==> src/rtl/isp_pkg.sv <==
// Shared definitions for the motion-detection ISP frame scheduler:
// sequencer state encoding, default geometry and counter widths.
package isp_pkg;

  typedef enum logic [1:0] {
    ST_IDLE    = 2'd0,
    ST_PRIME   = 2'd1,
    ST_RUN     = 2'd2,
    ST_REFRESH = 2'd3
  } sched_state_e;

  localparam int unsigned DEF_H_ACT = 640;
  localparam int unsigned DEF_V_ACT = 480;
  localparam int unsigned DEF_CNT_W = 20;
  localparam int unsigned GEOM_W    = 16;

  function automatic logic [GEOM_W-1:0] sat_inc(input logic [GEOM_W-1:0] v);
    return (&v) ? v : v + 1'b1;
  endfunction

endpackage

==> src/rtl/isp_frame_sched_if.sv <==
// Frame-level strobes between the ISP chain, the frame buffer and the scheduler.
interface isp_frame_sched_if;

  logic pre_vsync;
  logic pre_href;
  logic pre_wr_en;
  logic post_vsync;
  logic post_wr_en;
  logic post_1bit;
  logic ref_wr_en;
  logic ref_rd_en;
  logic ref_bank;
  logic ref_frame_start;

  modport master (
    output pre_vsync, pre_href, pre_wr_en,
    output post_vsync, post_wr_en, post_1bit,
    input  ref_wr_en, ref_rd_en, ref_bank, ref_frame_start
  );

  modport slave (
    input  pre_vsync, pre_href, pre_wr_en,
    input  post_vsync, post_wr_en, post_1bit,
    output ref_wr_en, ref_rd_en, ref_bank, ref_frame_start
  );

endinterface

==> src/rtl/isp_geom_chk.sv <==
// Input frame geometry checker: pixels per line and lines per frame,
// evaluated for the frame that ends at frame_evt.
module isp_geom_chk
  import isp_pkg::*;
#(
  parameter int unsigned H_ACT = DEF_H_ACT,
  parameter int unsigned V_ACT = DEF_V_ACT
) (
  input  logic clk,
  input  logic rst,
  input  logic pre_href,
  input  logic pre_wr_en,
  input  logic frame_evt,
  output logic geom_ok,
  output logic geom_armed
);

  logic              href_q, href_d;
  logic [GEOM_W-1:0] pix_q, pix_d;
  logic [GEOM_W-1:0] line_q, line_d;
  logic              err_q, err_d;
  logic              armed_q, armed_d;

  logic              href_fall;
  logic              err_now;
  logic [GEOM_W-1:0] lines_now;

  // A line ending in the same cycle as frame_evt still belongs to the closing frame.
  always_comb begin
    href_fall  = href_q & ~pre_href;
    err_now    = err_q | (href_fall & (pix_q != GEOM_W'(H_ACT)));
    lines_now  = href_fall ? sat_inc(line_q) : line_q;
    geom_ok    = ~err_now & (lines_now == GEOM_W'(V_ACT));
    geom_armed = armed_q;

    href_d = pre_href;
    pix_d  = pix_q;
    if (href_fall) begin
      pix_d = '0;
    end else if (pre_href & pre_wr_en) begin
      pix_d = sat_inc(pix_q);
    end

    line_d  = frame_evt ? '0 : lines_now;
    err_d   = frame_evt ? 1'b0 : err_now;
    armed_d = armed_q | frame_evt;
  end

  always_ff @(posedge clk) begin
    if (rst) begin
      href_q  <= 1'b0;
      pix_q   <= '0;
      line_q  <= '0;
      err_q   <= 1'b0;
      armed_q <= 1'b0;
    end else begin
      href_q  <= href_d;
      pix_q   <= pix_d;
      line_q  <= line_d;
      err_q   <= err_d;
      armed_q <= armed_d;
    end
  end

endmodule

==> src/rtl/isp_frame_sched.sv <==
// Frame sequencer for the motion-detection ISP chain: reference-buffer
// prime/read/refresh control, bank ping-pong and per-frame motion verdict.
module isp_frame_sched
  import isp_pkg::*;
#(
  parameter int unsigned H_ACT      = DEF_H_ACT,
  parameter int unsigned V_ACT      = DEF_V_ACT,
  parameter int unsigned REF_PERIOD = 8,
  parameter int unsigned MOTION_THR = 2000,
  parameter int unsigned CNT_W      = DEF_CNT_W
) (
  input  logic             sys_clk,
  input  logic             sys_rst,
  input  logic             enable,
  isp_frame_sched_if.slave bus,
  output logic             diff_valid,
  output logic [CNT_W-1:0] motion_cnt,
  output logic             motion_flag,
  output logic [15:0]      frame_cnt,
  output logic             geom_err
);

  localparam int unsigned SINCE_W = $clog2(REF_PERIOD) + 1;
  localparam logic [SINCE_W-1:0] SINCE_LAST = SINCE_W'(REF_PERIOD - 1);

  sched_state_e       state_q, state_d;
  logic               bank_q, bank_d;
  logic [SINCE_W-1:0] since_q, since_d;
  logic               pre_vs_q, post_vs_q;
  logic               fs_q;
  logic [15:0]        fcnt_q, fcnt_d;
  logic               gerr_q, gerr_d;
  logic               tag_pend_q, tag_pend_d;
  logic               tag_cur_q, tag_cur_d;
  logic [CNT_W-1:0]   acc_q, acc_d;
  logic [CNT_W-1:0]   mcnt_q, mcnt_d;
  logic               mflag_q, mflag_d;

  logic frame_evt, post_evt;
  logic geom_ok, geom_armed;
  logic wr_sel, rd_sel;

  // All frame-start updates land on the edge that registers fs, so they are visible with it.
  assign frame_evt = bus.pre_vsync & ~pre_vs_q;
  assign post_evt  = bus.post_vsync & ~post_vs_q;

  isp_geom_chk #(
    .H_ACT (H_ACT),
    .V_ACT (V_ACT)
  ) u_geom_chk (
    .clk        (sys_clk),
    .rst        (sys_rst),
    .pre_href   (bus.pre_href),
    .pre_wr_en  (bus.pre_wr_en),
    .frame_evt  (frame_evt),
    .geom_ok    (geom_ok),
    .geom_armed (geom_armed)
  );

  always_ff @(posedge sys_clk) begin
    if (sys_rst) begin
      state_q <= ST_IDLE;
      bank_q  <= 1'b0;
      since_q <= '0;
    end else begin
      state_q <= state_d;
      bank_q  <= bank_d;
      since_q <= since_d;
    end
  end

  always_comb begin
    state_d = state_q;
    bank_d  = bank_q;
    since_d = since_q;
    if (frame_evt) begin
      if (!enable) begin
        state_d = ST_IDLE;
      end else begin
        case (state_q)
          ST_IDLE: state_d = ST_PRIME;
          ST_PRIME, ST_REFRESH: begin
            if (geom_ok) begin
              state_d = ST_RUN;
              bank_d  = ~bank_q;
              since_d = SINCE_W'(1);
            end
          end
          ST_RUN: begin
            if (since_q == SINCE_LAST) begin
              state_d = ST_REFRESH;
            end else begin
              since_d = since_q + 1'b1;
            end
          end
          default: state_d = ST_IDLE;
        endcase
      end
    end
  end

  always_comb begin
    wr_sel = 1'b0;
    rd_sel = 1'b0;
    case (state_q)
      ST_PRIME:   wr_sel = 1'b1;
      ST_RUN:     rd_sel = 1'b1;
      ST_REFRESH: begin
        wr_sel = 1'b1;
        rd_sel = 1'b1;
      end
      default: ;
    endcase
  end

  assign bus.ref_wr_en       = wr_sel & bus.pre_wr_en;
  assign bus.ref_rd_en       = rd_sel & bus.pre_wr_en;
  assign bus.ref_bank        = bank_q;
  assign bus.ref_frame_start = fs_q;
  assign diff_valid          = rd_sel;

  // frame_cnt restarts at 1 on leaving IDLE and freezes while idle.
  always_comb begin
    fcnt_d     = fcnt_q;
    gerr_d     = gerr_q;
    tag_pend_d = tag_pend_q;
    if (frame_evt) begin
      gerr_d = geom_armed & ~geom_ok;
      if (state_d != ST_IDLE) begin
        fcnt_d = (state_q == ST_IDLE) ? 16'd1 : fcnt_q + 16'd1;
      end
    end
    if (fs_q) begin
      tag_pend_d = rd_sel;
    end
  end

  // The tag follows the chain by one post_vsync, so the verdict uses the tag of the frame just closed.
  always_comb begin
    acc_d     = acc_q;
    mcnt_d    = mcnt_q;
    mflag_d   = mflag_q;
    tag_cur_d = tag_cur_q;
    if (post_evt) begin
      mcnt_d    = acc_q;
      mflag_d   = tag_cur_q & (32'(acc_q) >= MOTION_THR);
      tag_cur_d = tag_pend_q;
      acc_d     = '0;
    end else if (bus.post_wr_en & bus.post_1bit & ~(&acc_q)) begin
      acc_d = acc_q + 1'b1;
    end
  end

  always_ff @(posedge sys_clk) begin
    if (sys_rst) begin
      pre_vs_q   <= 1'b0;
      post_vs_q  <= 1'b0;
      fs_q       <= 1'b0;
      fcnt_q     <= '0;
      gerr_q     <= 1'b0;
      tag_pend_q <= 1'b0;
      tag_cur_q  <= 1'b0;
      acc_q      <= '0;
      mcnt_q     <= '0;
      mflag_q    <= 1'b0;
    end else begin
      pre_vs_q   <= bus.pre_vsync;
      post_vs_q  <= bus.post_vsync;
      fs_q       <= frame_evt;
      fcnt_q     <= fcnt_d;
      gerr_q     <= gerr_d;
      tag_pend_q <= tag_pend_d;
      tag_cur_q  <= tag_cur_d;
      acc_q      <= acc_d;
      mcnt_q     <= mcnt_d;
      mflag_q    <= mflag_d;
    end
  end

  assign motion_cnt  = mcnt_q;
  assign motion_flag = mflag_q;
  assign frame_cnt   = fcnt_q;
  assign geom_err    = gerr_q;

endmodule

==> src/flat_wrapper.sv <==
// flat-port wrapper written by rule: the top's interface ports become plain ports
module isp_frame_sched_flat import isp_pkg::*;
#(
  parameter int unsigned H_ACT      = DEF_H_ACT,
  parameter int unsigned V_ACT      = DEF_V_ACT,
  parameter int unsigned REF_PERIOD = 8,
  parameter int unsigned MOTION_THR = 2000,
  parameter int unsigned CNT_W      = DEF_CNT_W
)
  (sys_clk, sys_rst, enable, diff_valid, motion_cnt, motion_flag, frame_cnt, geom_err, bus_pre_vsync, bus_pre_href, bus_pre_wr_en, bus_post_vsync, bus_post_wr_en, bus_post_1bit, bus_ref_wr_en, bus_ref_rd_en, bus_ref_bank, bus_ref_frame_start);
  isp_frame_sched_if bus_i ();
  input  logic sys_clk;
  input  logic sys_rst;
  input  logic enable;
  output logic diff_valid;
  output logic [CNT_W-1:0] motion_cnt;
  output logic motion_flag;
  output logic [15:0] frame_cnt;
  output logic geom_err;
  input wire logic [$bits(bus_i.pre_vsync)-1:0] bus_pre_vsync;
  input wire logic [$bits(bus_i.pre_href)-1:0] bus_pre_href;
  input wire logic [$bits(bus_i.pre_wr_en)-1:0] bus_pre_wr_en;
  input wire logic [$bits(bus_i.post_vsync)-1:0] bus_post_vsync;
  input wire logic [$bits(bus_i.post_wr_en)-1:0] bus_post_wr_en;
  input wire logic [$bits(bus_i.post_1bit)-1:0] bus_post_1bit;
  output wire logic [$bits(bus_i.ref_wr_en)-1:0] bus_ref_wr_en;
  output wire logic [$bits(bus_i.ref_rd_en)-1:0] bus_ref_rd_en;
  output wire logic [$bits(bus_i.ref_bank)-1:0] bus_ref_bank;
  output wire logic [$bits(bus_i.ref_frame_start)-1:0] bus_ref_frame_start;
  assign bus_i.pre_vsync = bus_pre_vsync;
  assign bus_i.pre_href = bus_pre_href;
  assign bus_i.pre_wr_en = bus_pre_wr_en;
  assign bus_i.post_vsync = bus_post_vsync;
  assign bus_i.post_wr_en = bus_post_wr_en;
  assign bus_i.post_1bit = bus_post_1bit;
  assign bus_ref_wr_en = bus_i.ref_wr_en;
  assign bus_ref_rd_en = bus_i.ref_rd_en;
  assign bus_ref_bank = bus_i.ref_bank;
  assign bus_ref_frame_start = bus_i.ref_frame_start;
  isp_frame_sched #(.H_ACT(H_ACT), .V_ACT(V_ACT), .REF_PERIOD(REF_PERIOD), .MOTION_THR(MOTION_THR), .CNT_W(CNT_W)) u_core (.sys_clk(sys_clk), .sys_rst(sys_rst), .enable(enable), .bus(bus_i), .diff_valid(diff_valid), .motion_cnt(motion_cnt), .motion_flag(motion_flag), .frame_cnt(frame_cnt), .geom_err(geom_err));
endmodule
==> config.mk <==
export PLATFORM = sky130hd
export DESIGN_NAME = isp_frame_sched_flat
export DESIGN_NICKNAME = d
export VERILOG_FILES = /design/src/rtl/isp_pkg.sv /design/src/rtl/isp_frame_sched_if.sv /design/src/rtl/isp_geom_chk.sv /design/src/rtl/isp_frame_sched.sv /design/src/flat_wrapper.sv
export SDC_FILE = /design/constraint.sdc
export NUM_CORES = 1
export LEC_CHECK = 0
export ABC_AREA = 1
export CORE_MARGIN = 5
export CORE_UTILIZATION = 45
export CTS_BUF_LIST = sky130_fd_sc_hd__clkbuf_4 sky130_fd_sc_hd__clkbuf_8
export DETAILED_ROUTE_END_ITERATION = 16
export PLACE_DENSITY = 0.66
export SYNTH_ARGS = -nofsm -noshare
export SYNTH_HDL_FRONTEND = slang
export SYNTH_HIERARCHICAL = 1
export SYNTH_SLANG_ARGS = --single-unit
==> constraint.sdc <==
create_clock -name sys_clk -period 2.5 [get_ports sys_clk]
set_clock_uncertainty 0.2 [all_clocks]
set_input_delay 0.625 -clock sys_clk [delete_from_list [all_inputs] [get_ports sys_clk]]
set_output_delay 0.625 -clock sys_clk [all_outputs]
set_load 0.02 [all_outputs]
Yosys cells after proc, flatten, opt, wreduce, memory -nomap -nowiden. Index checks and enable logic that the tools add are counted. Widths: inputs -> output; s select.

Bits in writable memories: 0. Bits in read-only memories: 0. Output and inout bits: 43. Input port bits: 9. Word-level logic and storage cells: 82. Memories: 0. Bits in latches: 0. Flip-flop bits (word level): 105.

Shift-type cells: 0. Multipliers: 0. Reduce and logical (&&, ||, !) cells: 15. $add $sub $neg: 5. Divide/modulo/power cells: 0. Multiplexer cells: 13. Equal/unequal tests: 8. Bitwise gates (word level): 22. Order comparisons: 1.

Operators with widths (number): $add 16x1->16 const B (3); $mux 16 (3); $reduce_and 16->1 (2); $add 20x1->20 const B (1); $ge 20x11->1 const B (1); $reduce_and 20->1 (1); $eq 16x9->1 const B (1); $ne 16x10->1 const B (1); $and 1x1->1 (12); $reduce_or 2->1 (5); $mux 2 (4); $mux 4 (2); $not 1->1 (8); $pmux 4 s2 (1); $pmux 2 s3 (1); $reduce_and 5->1 (1); $add 4x1->4 const B (1); $eq 2x2->1 const B (2); $eq 4x3->1 const B (1); $reduce_and 2->1 (2); $reduce_and 4->1 (1); $reduce_bool 2->1 (2); $eq 2x1->1 const B (1); $logic_not 2->1 (1); other kinds (4) (6).

Logic depth before layout (Yosys ltp).
Depth after elaboration: 12. Gate-level depth with buffers: 20. Depth with buffers taken out: 20.

Modules after synthesis. The synthesis kept the hierarchy.

By module, submodules not included: isp_frame_sched (area each 3259.4 um2, seq. area each 1401.3 um2, cells an instance 453, instances 1); isp_geom_chk (area each 2079.5 um2, seq. area each 700.7 um2, cells an instance 332, instances 1).

Least setup slack after synthesis. No wires, ideal clock.

Path type: input to register. From: input port bus_pre_href. To: register u_core.since_q[2]. Data required time: 2.242 ns. Setup time: 0.058 ns. Slack: 0.017 ns. Path buffers: 1. Arrival: 2.226 ns. Stages: 17. Path through: inv_2 nand2_2 inv_2 buf_2 nand4_1 nand2_1 nand2_1 nor2_1 nand3_1 nor2_1 nand2_1 nor2_2 nand2_1 a21oi_2 nand2_1 a21oi_1 o21a_1.

Longest elaborated chain between the ends: 8. Elaborated cells between the ends (all ways): 10. Those cells by class: eq/ne (2); mux (1); bitwise (6); reduce/logical (1).

Ends and longest elaborated chain: from (decl) (RTL line flat_wrapper.sv:21) `input wire logic [$bits(bus_i.pre_href)-1:0] bus_pre_href;`; $not 1->1 (*) (RTL line isp_geom_chk.sv:30) `href_fall = href_q & ~pre_href;`; $and 1x1->1 (*) (RTL line isp_geom_chk.sv:30); parallel branches: the longest is 3 deep, another holds $mux 16; $and 1x1->1 (*) (RTL line isp_geom_chk.sv:33) `geom_ok = ~err_now & (lines_now == GEOM_W'(V_ACT));`; via u_core.geom_ok (RTL line isp_frame_sched.sv:40) `logic geom_ok, geom_armed;`; $ne 2x1->1 (no line) (*); $reduce_and 5->1 (no line) (*); to (signal assigned) (RTL line isp_frame_sched.sv:68) `since_q <= since_d;`; to (decl) (RTL line isp_frame_sched.sv:28) `logic [SINCE_W-1:0] since_q, since_d;`.

Mark *: on every way through the listed nets, which the timed path passes. A chain may end at the register's enable or synchronous reset.

Final worst setup path. Same ends and word-level chain as after synthesis.

==> impl_summary.txt <==
----------------------------------------------------
[Global route]
  Largest net degree at the start of global routing ... 22
  Global route overflow ... 0
  Number of global-route vias before repair ... roughly 5000
  All-Layer GR Usage ... 18.4%
  Global-route wire length before repair ... around 22000 um
  Number of antenna violations at the first check in global routing ... 0

[Synthesis]
  Top post-synthesis cells by area ... sky130_fd_sc_hd__dfxtp_1 (39%), sky130_fd_sc_hd__nand2_1 (14%), sky130_fd_sc_hd__nor2_1 (7.6%), sky130_fd_sc_hd__inv_1 (6.3%), sky130_fd_sc_hd__a21oi_1 (5.6%)
  Number of synthesized register bits ... approximately 110
  Count of unique library cells instantiated by Yosys ... 39
  Cell Area, Synth ... between 5000 and 6000 sq um
  Post-synth EDFFs ... 0
  Share of synthesized cell area in full adder, half adder and majority cells ... between 1.5 and 2%
  Share of async-settable or async-resettable flops after synthesis ... 0%
  Cell count after synthesis ... roughly 800
  Synth warn ... 6
  Area share of the leading cell type in the synthesized netlist ... approximately two fifths
  Proportion of synthesized chip area in sequential cells ... about two fifths
  Combinational family with the most area after synthesis ... simple AND/OR/NAND/NOR gates
  Mux contribution to synthesized area ... 0.187%
  Prevailing post-synth register cell ... sky130_fd_sc_hd__dfxtp_1
  Net count after synthesis ... about 800
  Cell taking the most area after synthesis ... sky130_fd_sc_hd__dfxtp_1
  Synthesized area per cell ... a little under 7 sq um
  Synth Area in Compound Gates ... between 10% and 20%
  Share of synthesized cell area in and, or, nand and nor gates ... approximately 33%
  Synthesized-area fraction occupied by xor and xnor cells ... under 10%

[Die]
  DIE HEIGHT ... 119 um
  Area of the die ... 14100 sq um
  Starting Density ... between 40% and 50%
  Overall die width ... 119 um
  Core Footprint ... 11500 sq um
  Number of rows in the core area ... 39
  I/O Pins ... between 50 and 60

[Route]
  Metal2 WL ... ~6300 um
  Total via count after detailed routing ... just over 5000
  Routed metal-1 wire length ... ~5900 um
  Final ANT Viol Nets ... 0
  DRT Pass-1 Iters ... 5
  Post-detailed-route wirelength per cell ... ~12 um
  Detailed router's first-iteration violation count ... a little over 300
  Total met3 wirelength after detailed routing ... 534 um
  Overall routed net length ... 12900 um
  DR top layer ... met4
  Residual DRC ... 0
  Via count normalized by instance count ... 5.03

[Timing]
  Worst-Margin Slew ... roughly 0.45 ns
  Worst slew margin ... a little over two thirds
  Final hold violation count ... 0
  Worst Slack Setup Final ... roughly 0.023 ns
  Final period utilization ... 99.1%
  Smallest hold slack ... ~0.26 ns
  Fin crit period ... between 2 and 2.5 ns
  Final setup violation count ... 0
  Max Fclk ... 404 MHz
  Unrepaired setup endpoints after global routing ... true
  Pins Over Slew Limit ... 0

[Setup path]
  Crit path launch type ... input pin
  Critical register-to-register path startpoint ... u_core/u_geom_chk/line_q[4]
  CP Capture Type ... flop
  Cell depth of the worst flop-to-flop path ... 18
  Arrival time at the worst endpoint ... between 2 and 3 ns
  Setup slack of the worst register-to-register path ... ~0.04 ns
  Data required, critical path ... 2.64 ns
  Category of the critical setup timing path ... in -> reg
  Capturing element of the worst setup path ... u_core/since_q[2]
  Source of the critical timing path ... bus_pre_href
  Highest net fanout along the worst path ... 6
  Worst R2R End ... u_core/since_q[2]

[Layout]
  Area growth syn-to-layout ... 25.4%
  Area taken by flip-flops and latches ... between 2000 and 2500 sq um
  Multi-input gate area ... 2890 sq um
  Antenna diode count ... 0
  Fillers ... between 1000 and 1500
  Most frequent cells in the layout ... sky130_fd_sc_hd__nand2_1 (188), sky130_fd_sc_hd__nor2_1 (99), sky130_fd_sc_hd__dfxtp_1 (97), sky130_fd_sc_hd__inv_1 (90), sky130_fd_sc_hd__a21oi_1 (58)
  Most common cell after layout, fill and taps aside ... sky130_fd_sc_hd__nand2_1
  Total number of nets in the final design ... about 900
  Fraction of final layout cells with drive strength greater than 1 ... between 15 and 20%

[Min path]
  HP Class ... reg -> reg

[Clocking]
  Clock buffer depth ... 2
  Number of buffers inserted during clock tree synthesis ... 9
  Clock network latency to the later pin of the worst-skew pair ... about 0.39 ns
  CTS Hold Buffers Added ... 0
  Number of levels in the clock H-tree ... 3
  Clock slew at reported path FFs ... 0.10 ns
  Library cell used as clock root buffer ... sky130_fd_sc_hd__clkbuf_8
  Clock tree from TritonCTS ... built
  Clock sinks ... roughly 110

[Power]
  Power density of the placed cells ... 465 nW/um^2
  Lkg Pwr ... around 2.5 nW
  Maximum ir drop on the vdd rail ... 429 uV

[Run]
  Max-capacitance violation count ... 0

[Place]
  Global placer's final weighted congestion ... between 0.9 and 1
  Pre-CTS setup slack ... -0.692 ns
  Post-detailed-placement half-perimeter wirelength ... between 9000 and 10000 um
  Number of port buffers ... 51

[Status]
  Run status ... completed

----------------------------------------------------
[kinds of logic after synthesis]
group           count (synthesis)
simple gates                  407
compound gates                129
buf+inv                       114
flops                         105
xor+xnor                       22
fa+ha+maj                       7
mux                             1
[layout make-up]
class                      instances  share of cell area [%]
multi-input combinational        566                    43.1
sequential                       105                    31.6
timing repair buffer             105                    14.0
inverter                          98                    5.53
tap                              143                    2.67
clock buffer                       9                    1.85
clock inverter                     7                    1.29
[synthesized netlist by cell type, types with 2 or more instances]
cell type,instances
sky130_fd_sc_hd__nand2_1,197
sky130_fd_sc_hd__nor2_1,108
sky130_fd_sc_hd__dfxtp_1,105
sky130_fd_sc_hd__inv_1,90
sky130_fd_sc_hd__a21oi_1,60
sky130_fd_sc_hd__o21ai_0,47
sky130_fd_sc_hd__nand3_1,36
sky130_fd_sc_hd__xor2_1,19
sky130_fd_sc_hd__nor3_1,14
sky130_fd_sc_hd__a21oi_2,11
sky130_fd_sc_hd__nand2_2,10
sky130_fd_sc_hd__nand4_1,9
sky130_fd_sc_hd__clkbuf_1,8
sky130_fd_sc_hd__buf_2,7
sky130_fd_sc_hd__ha_1,7
sky130_fd_sc_hd__inv_2,7
sky130_fd_sc_hd__nor2_2,7
sky130_fd_sc_hd__nor2_4,6
sky130_fd_sc_hd__nor4_1,5
sky130_fd_sc_hd__a31oi_1,4
sky130_fd_sc_hd__nand3b_1,3
sky130_fd_sc_hd__xnor2_1,3
sky130_fd_sc_hd__and3_1,2
sky130_fd_sc_hd__nand3_2,2
sky130_fd_sc_hd__nor3_2,2
sky130_fd_sc_hd__o21a_1,2
sky130_fd_sc_hd__o21ai_1,2
[worst min path at each step]
stage / slack, ns / depth (start not counted) / to / from
after global placement: 0.24 / 2 / u_core/tag_cur_q / u_core/tag_cur_q
final: 0.26 / 2 / u_core/tag_cur_q / u_core/tag_cur_q
after CTS: 0.27 / 2 / u_core/tag_cur_q / u_core/tag_cur_q
after floorplan: 0.23 / 2 / u_core/tag_cur_q / u_core/tag_cur_q
after global routing: 0.29 / 2 / u_core/u_geom_chk/err_q / u_core/u_geom_chk/err_q
after detailed placement: 0.25 / 2 / u_core/tag_cur_q / u_core/tag_cur_q
[where the power goes]
part	switching (W)	total [W]	internal, W
Clock	0.000622	0.00110	0.000482
Combinational	0.000164	0.000280	0.000115
Sequential	0.0000214	0.00173	0.00171
Total	0.000808	0.00311	0.00230
[routing by layer]
layer / up-vias / global-route usage (%)
met2: 106 / 32.1
met5: - / 0
met1: 2372 / 22.0
li1: 2698 / -
met4: 0 / 5.43
met3: 15 / 5.50
[flip-flops by register name, indices dropped and copies added (netlist names), 2 cells and up]
signal                    count
u_core/acc_q                 20
u_core/motion_cnt            20
u_core/frame_cnt             16
u_core/u_geom_chk/line_q     16
u_core/u_geom_chk/pix_q      16
u_core/since_q                4
u_core/state_q                2
[through the flow]
stage	util [%]	TNS [ns]	total power, W	instances	instance area, sq um
final	58.1	0	0.00311	1033	6690
after global routing	58.1	-1.22	0.00327	1033	6690
after CTS	57.2	0	0.00316	1030	6590
after detailed placement	55.1	-4.82	0.00204	1012	6350
after global placement	55.1	-4.08	0.00204	1012	6350
after floorplan	-	0	0.00191	785	5340
[critical path: stages]
cell	delay, ns
sky130_fd_sc_hd__dlygate4sd2_1	0.25
sky130_fd_sc_hd__inv_2	0.07
sky130_fd_sc_hd__nand2_4	0.07
sky130_fd_sc_hd__inv_4	0.08
sky130_fd_sc_hd__nand2_2	0.06
sky130_fd_sc_hd__nor2_4	0.15
sky130_fd_sc_hd__nand2_1	0.06
sky130_fd_sc_hd__nand2_1	0.06
sky130_fd_sc_hd__nand2_1	0.07
sky130_fd_sc_hd__nor2_1	0.09
sky130_fd_sc_hd__nand3_1	0.07
sky130_fd_sc_hd__nor2_1	0.10
sky130_fd_sc_hd__nand2_1	0.07
sky130_fd_sc_hd__nor2_2	0.12
sky130_fd_sc_hd__nand2_2	0.10
sky130_fd_sc_hd__a21oi_4	0.24
sky130_fd_sc_hd__nand2_2	0.09
sky130_fd_sc_hd__a21oi_2	0.11
sky130_fd_sc_hd__o21a_1	0.11
[timing repair]
item | CTS | global route
setup buffers | 2 | 3
pin swaps | 4 | 15
endpoints found under the setup margin | 8 | 6
gates resized for setup | 14 | 27
Note: power is estimated with default switching activity, not from simulation.
